### src/rtl/ccu_pkg.sv
// Shared types for the CCU request arbiter: FSM states, a default ACE request/response
// pair, and the round-robin search used by the picker.
package ccu_pkg;

  localparam int unsigned MaxPorts = 32;

  typedef enum logic [2:0] {
    IDLE,
    AR_FWD,
    R_FWD,
    AW_FWD,
    W_FWD,
    B_FWD
  } ccu_arb_state_e;

  typedef struct packed {
    logic [3:0]  id;
    logic [31:0] addr;
    logic [7:0]  len;
  } ace_ax_t;

  typedef struct packed {
    logic [31:0] data;
    logic [3:0]  strb;
    logic        last;
  } ace_w_t;

  typedef struct packed {
    logic [3:0]  id;
    logic [31:0] data;
    logic [1:0]  resp;
    logic        last;
  } ace_r_t;

  typedef struct packed {
    logic [3:0] id;
    logic [1:0] resp;
  } ace_b_t;

  typedef struct packed {
    ace_ax_t ar;
    logic    ar_valid;
    ace_ax_t aw;
    logic    aw_valid;
    ace_w_t  w;
    logic    w_valid;
    logic    r_ready;
    logic    b_ready;
  } ace_req_t;

  typedef struct packed {
    logic   ar_ready;
    logic   aw_ready;
    logic   w_ready;
    ace_r_t r;
    logic   r_valid;
    ace_b_t b;
    logic   b_valid;
  } ace_resp_t;

  // First set bit of req at or after ptr, wrapping at n_ports; returns ptr when req is empty.
  // Scanning offsets from high to low lets the smallest offset win.
  function automatic int unsigned rr_next(input int unsigned ptr,
                                          input logic [MaxPorts-1:0] req,
                                          input int unsigned n_ports);
    int unsigned idx;
    rr_next = ptr;
    for (int k = MaxPorts - 1; k >= 0; k--) begin
      if (k < int'(n_ports)) begin
        idx = (ptr + unsigned'(k)) % n_ports;
        if (req[idx[$clog2(MaxPorts)-1:0]]) rr_next = idx;
      end
    end
  endfunction

endpackage

### src/rtl/ccu_rr_picker.sv
// Combinational round-robin picker: selects the first requesting port at or after ptr.
module ccu_rr_picker
  import ccu_pkg::*;
#(
  parameter int unsigned NoSlvPorts = 4,
  localparam int unsigned IdxWidth = (NoSlvPorts > 1) ? $clog2(NoSlvPorts) : 1
) (
  input  logic [NoSlvPorts-1:0] req,
  input  logic [IdxWidth-1:0]   ptr,
  output logic                  valid,
  output logic [IdxWidth-1:0]   idx
);

  logic [MaxPorts-1:0] req_ext;

  always_comb begin
    req_ext = '0;
    req_ext[NoSlvPorts-1:0] = req;
  end

  assign valid = |req;
  assign idx   = IdxWidth'(rr_next(32'(ptr), req_ext, NoSlvPorts));

endmodule

### src/rtl/ccu_req_arbiter.sv
// Shares the CCU request port between NoSlvPorts ACE masters; the grant is held for a
// whole AR->R or AW->W->B transaction and only the granted master's channels are connected.
module ccu_req_arbiter
  import ccu_pkg::*;
#(
  parameter int unsigned NoSlvPorts = 4,
  parameter type mst_req_t  = ace_req_t,
  parameter type mst_resp_t = ace_resp_t,
  localparam int unsigned IdxWidth = (NoSlvPorts > 1) ? $clog2(NoSlvPorts) : 1
) (
  input  logic                        clk_i,
  input  logic                        rst_ni,
  input  mst_req_t  [NoSlvPorts-1:0]  slv_req_i,
  output mst_resp_t [NoSlvPorts-1:0]  slv_resp_o,
  output mst_req_t                    ccu_req_o,
  input  mst_resp_t                   ccu_resp_i,
  output logic                        busy_o,
  output logic [IdxWidth-1:0]         sel_idx_o
);

  ccu_arb_state_e      state_q, state_d;
  logic [IdxWidth-1:0] sel_q, sel_d;
  logic [IdxWidth-1:0] rr_ptr_q, rr_ptr_d;
  logic [IdxWidth-1:0] sel_inc;
  logic [IdxWidth-1:0] pick_idx;
  logic                pick_valid;
  logic [NoSlvPorts-1:0] req_vec;

  always_comb begin
    for (int i = 0; i < int'(NoSlvPorts); i++) begin
      req_vec[i] = slv_req_i[i].ar_valid | slv_req_i[i].aw_valid;
    end
  end

  ccu_rr_picker #(
    .NoSlvPorts(NoSlvPorts)
  ) i_picker (
    .req  (req_vec),
    .ptr  (rr_ptr_q),
    .valid(pick_valid),
    .idx  (pick_idx)
  );

  assign sel_inc = (sel_q == IdxWidth'(NoSlvPorts - 1)) ? '0 : sel_q + 1'b1;

  // Everything defaults to zero so idle and non-granted ports are fully masked.
  always_comb begin
    state_d    = state_q;
    sel_d      = sel_q;
    rr_ptr_d   = rr_ptr_q;
    ccu_req_o  = '0;
    slv_resp_o = '0;

    case (state_q)
      IDLE: begin
        if (pick_valid) begin
          sel_d   = pick_idx;
          state_d = slv_req_i[pick_idx].ar_valid ? AR_FWD : AW_FWD;
        end
      end
      AR_FWD: begin
        ccu_req_o.ar                = slv_req_i[sel_q].ar;
        ccu_req_o.ar_valid          = 1'b1;
        slv_resp_o[sel_q].ar_ready  = ccu_resp_i.ar_ready;
        if (ccu_resp_i.ar_ready) state_d = R_FWD;
      end
      R_FWD: begin
        slv_resp_o[sel_q].r       = ccu_resp_i.r;
        slv_resp_o[sel_q].r_valid = ccu_resp_i.r_valid;
        ccu_req_o.r_ready         = slv_req_i[sel_q].r_ready;
        if (ccu_resp_i.r_valid && slv_req_i[sel_q].r_ready && ccu_resp_i.r.last) begin
          state_d  = IDLE;
          rr_ptr_d = sel_inc;
        end
      end
      AW_FWD: begin
        ccu_req_o.aw                = slv_req_i[sel_q].aw;
        ccu_req_o.aw_valid          = 1'b1;
        slv_resp_o[sel_q].aw_ready  = ccu_resp_i.aw_ready;
        if (ccu_resp_i.aw_ready) state_d = W_FWD;
      end
      W_FWD: begin
        ccu_req_o.w                = slv_req_i[sel_q].w;
        ccu_req_o.w_valid          = slv_req_i[sel_q].w_valid;
        slv_resp_o[sel_q].w_ready  = ccu_resp_i.w_ready;
        if (slv_req_i[sel_q].w_valid && ccu_resp_i.w_ready && slv_req_i[sel_q].w.last) begin
          state_d = B_FWD;
        end
      end
      B_FWD: begin
        slv_resp_o[sel_q].b       = ccu_resp_i.b;
        slv_resp_o[sel_q].b_valid = ccu_resp_i.b_valid;
        ccu_req_o.b_ready         = slv_req_i[sel_q].b_ready;
        if (ccu_resp_i.b_valid && slv_req_i[sel_q].b_ready) begin
          state_d  = IDLE;
          rr_ptr_d = sel_inc;
        end
      end
      default: state_d = IDLE;
    endcase
  end

  always_ff @(posedge clk_i or negedge rst_ni) begin
    if (!rst_ni) begin
      state_q  <= IDLE;
      sel_q    <= '0;
      rr_ptr_q <= '0;
    end else begin
      state_q  <= state_d;
      sel_q    <= sel_d;
      rr_ptr_q <= rr_ptr_d;
    end
  end

  assign busy_o    = (state_q != IDLE);
  assign sel_idx_o = sel_q;

endmodule

### config.mk
export PLATFORM = sky130hd
export DESIGN_NAME = ccu_req_arbiter
export DESIGN_NICKNAME = d
export VERILOG_FILES = /design/src/rtl/ccu_pkg.sv /design/src/rtl/ccu_rr_picker.sv /design/src/rtl/ccu_req_arbiter.sv
export SDC_FILE = /design/constraint.sdc
export NUM_CORES = 1
export LEC_CHECK = 0
export ABC_AREA = 1
export CORE_AREA = 5 5 345 347
export DETAILED_ROUTE_END_ITERATION = 7
export DIE_AREA = 0 0 350 352
export GPL_ROUTABILITY_DRIVEN = 0
export PLACE_DENSITY_LB_ADDON = 0.25
export SKIP_LAST_GASP = 1
export SYNTH_ARGS = -nofsm -noshare
export SYNTH_HDL_FRONTEND = slang
export SYNTH_SLANG_ARGS = --single-unit
### constraint.sdc
create_clock -name clk_i -period 3.9 [get_ports clk_i]
set_input_delay 0.78 -clock clk_i [delete_from_list [all_inputs] [get_ports clk_i]]
set_output_delay 0.78 -clock clk_i [all_outputs]
set_load 0.05 [all_outputs]
==> flow_metrics.env <==
export IMPL_cts_clk_slew_worst_paths_ps=40
export IMPL_grt_max_degree=105
export IMPL_status="completed"
export IMPL_vdd_drop_max_v=0.000227
export IMPL_tightestPinTransition_ps=953
export IMPL_dr_wl_met3_um=6590
export IMPL_cellLeakagePower_nw=7.14
export IMPL_drtIter0Drc=600
export IMPL_ant_nets=0
export IMPL_fill_cells=13300
export IMPL_antenna_found_initial=38
export IMPL_cp_slowest_stage_delay_ps=860
export IMPL_met1_length_um=35100
export IMPL_routed_via_density=3.43
export IMPL_postCtsSetupRepairBufs=0
export IMPL_crit_path_end="slv_resp_o[178]"
export IMPL_ys_seq_area_share_pct=2.79
export IMPL_reg2reg_depth=13
export IMPL_synth_nets=1979
export IMPL_dr_pass1_iters=5
export IMPL_initial_utilization_pct=5.43
export IMPL_grt_pass1_wl_um=118000
export IMPL_placed_cells=3741
export IMPL_cts_buffers=3
export IMPL_fin_crit_sh_pct=86.2
export IMPL_synth_seq_cells=7
export IMPL_synth_area_sq_um=6270
export IMPL_holdBufCountCts=0
export IMPL_die_area_sq_um=123000
export IMPL_required_ps=3120
export IMPL_skew_ps=4.12
export IMPL_syn_area_per_cell_sq_um=4.47
export IMPL_syn_inst=1403
export IMPL_path_cells="clkdlybuf4s50_1 -> inv_1 -> nor3_1 -> clkdlybuf4s50_1"
export IMPL_ys_warn_count=0
export IMPL_tns_ps=0
export IMPL_wl_met2_um=46400
export IMPL_wire_per_inst_um=23.8
export IMPL_period_needed_ps=3360
export IMPL_cts_buffer_depth=2
export IMPL_ioPinCount=905
export IMPL_final_setup_viol_count=0
export IMPL_clkLatencyLatePin_ps=230
export IMPL_synth_ff_type="dfrtp_1"
export IMPL_cts_resized=0
export IMPL_place_port_buffers=904
export IMPL_drv_slew=0
export IMPL_place_hpwl_um=76000
export IMPL_root_buffer="clkbuf_16"
export IMPL_cp_slowest_cell="clkdlybuf4s50_1"
export IMPL_die_w_um=350
export IMPL_dr_max_layer_used="met5"
export IMPL_grt_pass1_vias=13100
export IMPL_critPathCaptureType="primary output"
export IMPL_reg2reg_to="state_q[1]"
export IMPL_fin_nets=2798
export IMPL_cellPowerDensity_nw_per_um2=523
export IMPL_worstPathMaxFanout=4
export IMPL_slew_headroom_pct=35.8
export IMPL_drcViolationCount=0
export IMPL_hp_class="reg2reg"
export IMPL_cts_tree="yes"
export IMPL_ys_types=28
export IMPL_drv_cap=0
export IMPL_hold_viol=0
export IMPL_drive_gt1_share_pct=17.4
export IMPL_r2r_slack_ps=1120
export IMPL_num_vias=12800
export IMPL_critPathKind="in2out"
export IMPL_dieHeight_um=352
export IMPL_cts_sinks=7
export IMPL_core_area_sq_um=116000
export IMPL_grt_setup_unrepaired="no"
export IMPL_fin_cells=3748
export IMPL_syn_to_final_growth_pct=206
export IMPL_htreeDepth=1
export IMPL_synth_edf_count=0
export IMPL_async_reset_ff_share_pct=100
export IMPL_cp_start_kind="input port"
export IMPL_crit_top_cell="clkdlybuf4s50_1"
export IMPL_rows=125
export IMPL_timing_fmax_ghz=0.297
export IMPL_critPathArrivalTime_ps=2580
export IMPL_timing_rr_start="state_q[1]"
export IMPL_wirelength_um=89000
export IMPL_critPathLaunch="ccu_resp_i[28]"
export IMPL_grtUsageTotal_pct=13.6
export IMPL_grt_overflow_total=0
-- Yosys cell counts, types with 2 or more instances --
cell type  instances  area (sq um)
clkbuf_1          81           304
nor2_1           549          2060
ha_1               4          50.1
buf_1             21          78.8
o21ai_0          254          1270
a31oi_1            2          12.5
nand2_2            4          25.0
a21oi_1          127           636
buf_4              3          22.5
buf_2             28           140
clkinv_1           2          7.51
nand4_1            2          12.5
nand2_1           56           210
nand3_1           21           105
dfrtp_1            7           175
nor3_1           169           846
inv_1             57           214
inv_2              6          22.5
-- final cells by class --
type	count	area [sq um]	area share, %
Clock buffer	4	78.8	0.410
Multi-Input combinational cell	1197	5330	27.8
Antenna cell	3	7.51	0.0391
Timing Repair Buffer	947	11400	59.5
Tap cell	1524	1910	9.92
Sequential cell	7	183	0.951
Inverter	66	263	1.37
-- flip-flops by register name (all words and copies together), names as in the netlist --
signal	count
rr_ptr_q	2
state_q	3
sel_idx_o	2
-- routing by layer --
metal	track usage, %	up-vias
met5	0	-
met4	1.22	12
met3	3.63	68
met2	25.8	539
met1	15.6	5963
li1	-	6265
-- critical path, delay by kind of cell --
| family | cells | cell delay (ps) |
|---|---|---|
| buffers and inverters | 3 | 1590 |
| and+or+nand+nor | 1 | 200 |
-- metrics by stage --
| step | power [mW] | util [%] | area, sq um | worst slack (ps) | hold WS [ps] |
|---|---|---|---|---|---|
| 6_report | 10.0 | 16.6 | 19200 | 538 | 634 |
| 5_1_grt | 10.9 | 16.6 | 19200 | 387 | 643 |
| 4_1_cts | 10.3 | 16.6 | 19200 | 439 | 635 |
| 3_5_place_dp | 10.1 | 16.5 | 19100 | 439 | 628 |
| 3_3_place_gp | 10.2 | 16.5 | 19100 | 450 | 629 |
| 2_1_floorplan | 5.35 | - | 6270 | 99.2 | 484 |
-- logic make-up after synthesis --
kind of cell / Yosys count / synth area share, %
flip-flops: 7 / 2.79
AO/OA/AOI/OAI: 389 / 31.3
AND/OR/NAND/NOR: 804 / 52.4
adder cells (fa/ha/maj): 4 / 0.798
buffers and inverters: 199 / 12.7
-- worst min-delay path by stage --
stage	endpoint	startpoint	depth (start not counted)
2_1_floorplan	rr_ptr_q[0]	rst_ni	0
3_3_place_gp	state_q[2]	state_q[2]	2
3_5_place_dp	state_q[2]	state_q[2]	2
4_1_cts	state_q[2]	state_q[2]	2
5_1_grt	state_q[2]	state_q[2]	2
6_report	state_q[2]	state_q[2]	2
-- power by group --
part           total (mW)  internal (mW)  switching, mW
registers           0.255          0.117          0.138
clock network       0.176          0.136         0.0400
logic                9.61           3.26           6.35
total                10.0           3.52           6.53
-- placed cells by master, fill, tap and decap left out, types with 2 or more instances in the layout --
| cell | synthesis | routed |
|---|---|---|
| nand2_1 | 56 | 55 |
| clkinv_2 | 1 | 2 |
| a21oi_1 | 127 | 127 |
| a31oi_1 | 2 | 2 |
| nand2_2 | 4 | 4 |
| ha_1 | 4 | 4 |
| nand4_1 | 2 | 2 |
| dfrtp_1 | 7 | 5 |
| buf_12 | 0 | 229 |
| nor2_1 | 549 | 549 |
| inv_1 | 57 | 54 |
| clkbuf_16 | 0 | 3 |
| nand3_4 | 0 | 2 |
| buf_4 | 3 | 132 |
| o21ai_0 | 254 | 254 |
| diode_2 | 0 | 3 |
| dfrtp_4 | 0 | 2 |
| nor3_1 | 169 | 169 |
| inv_2 | 6 | 8 |
| nand3_1 | 21 | 19 |
| clkdlybuf4s50_1 | 0 | 586 |
Note: power is estimated with default switching activity, not from simulation.
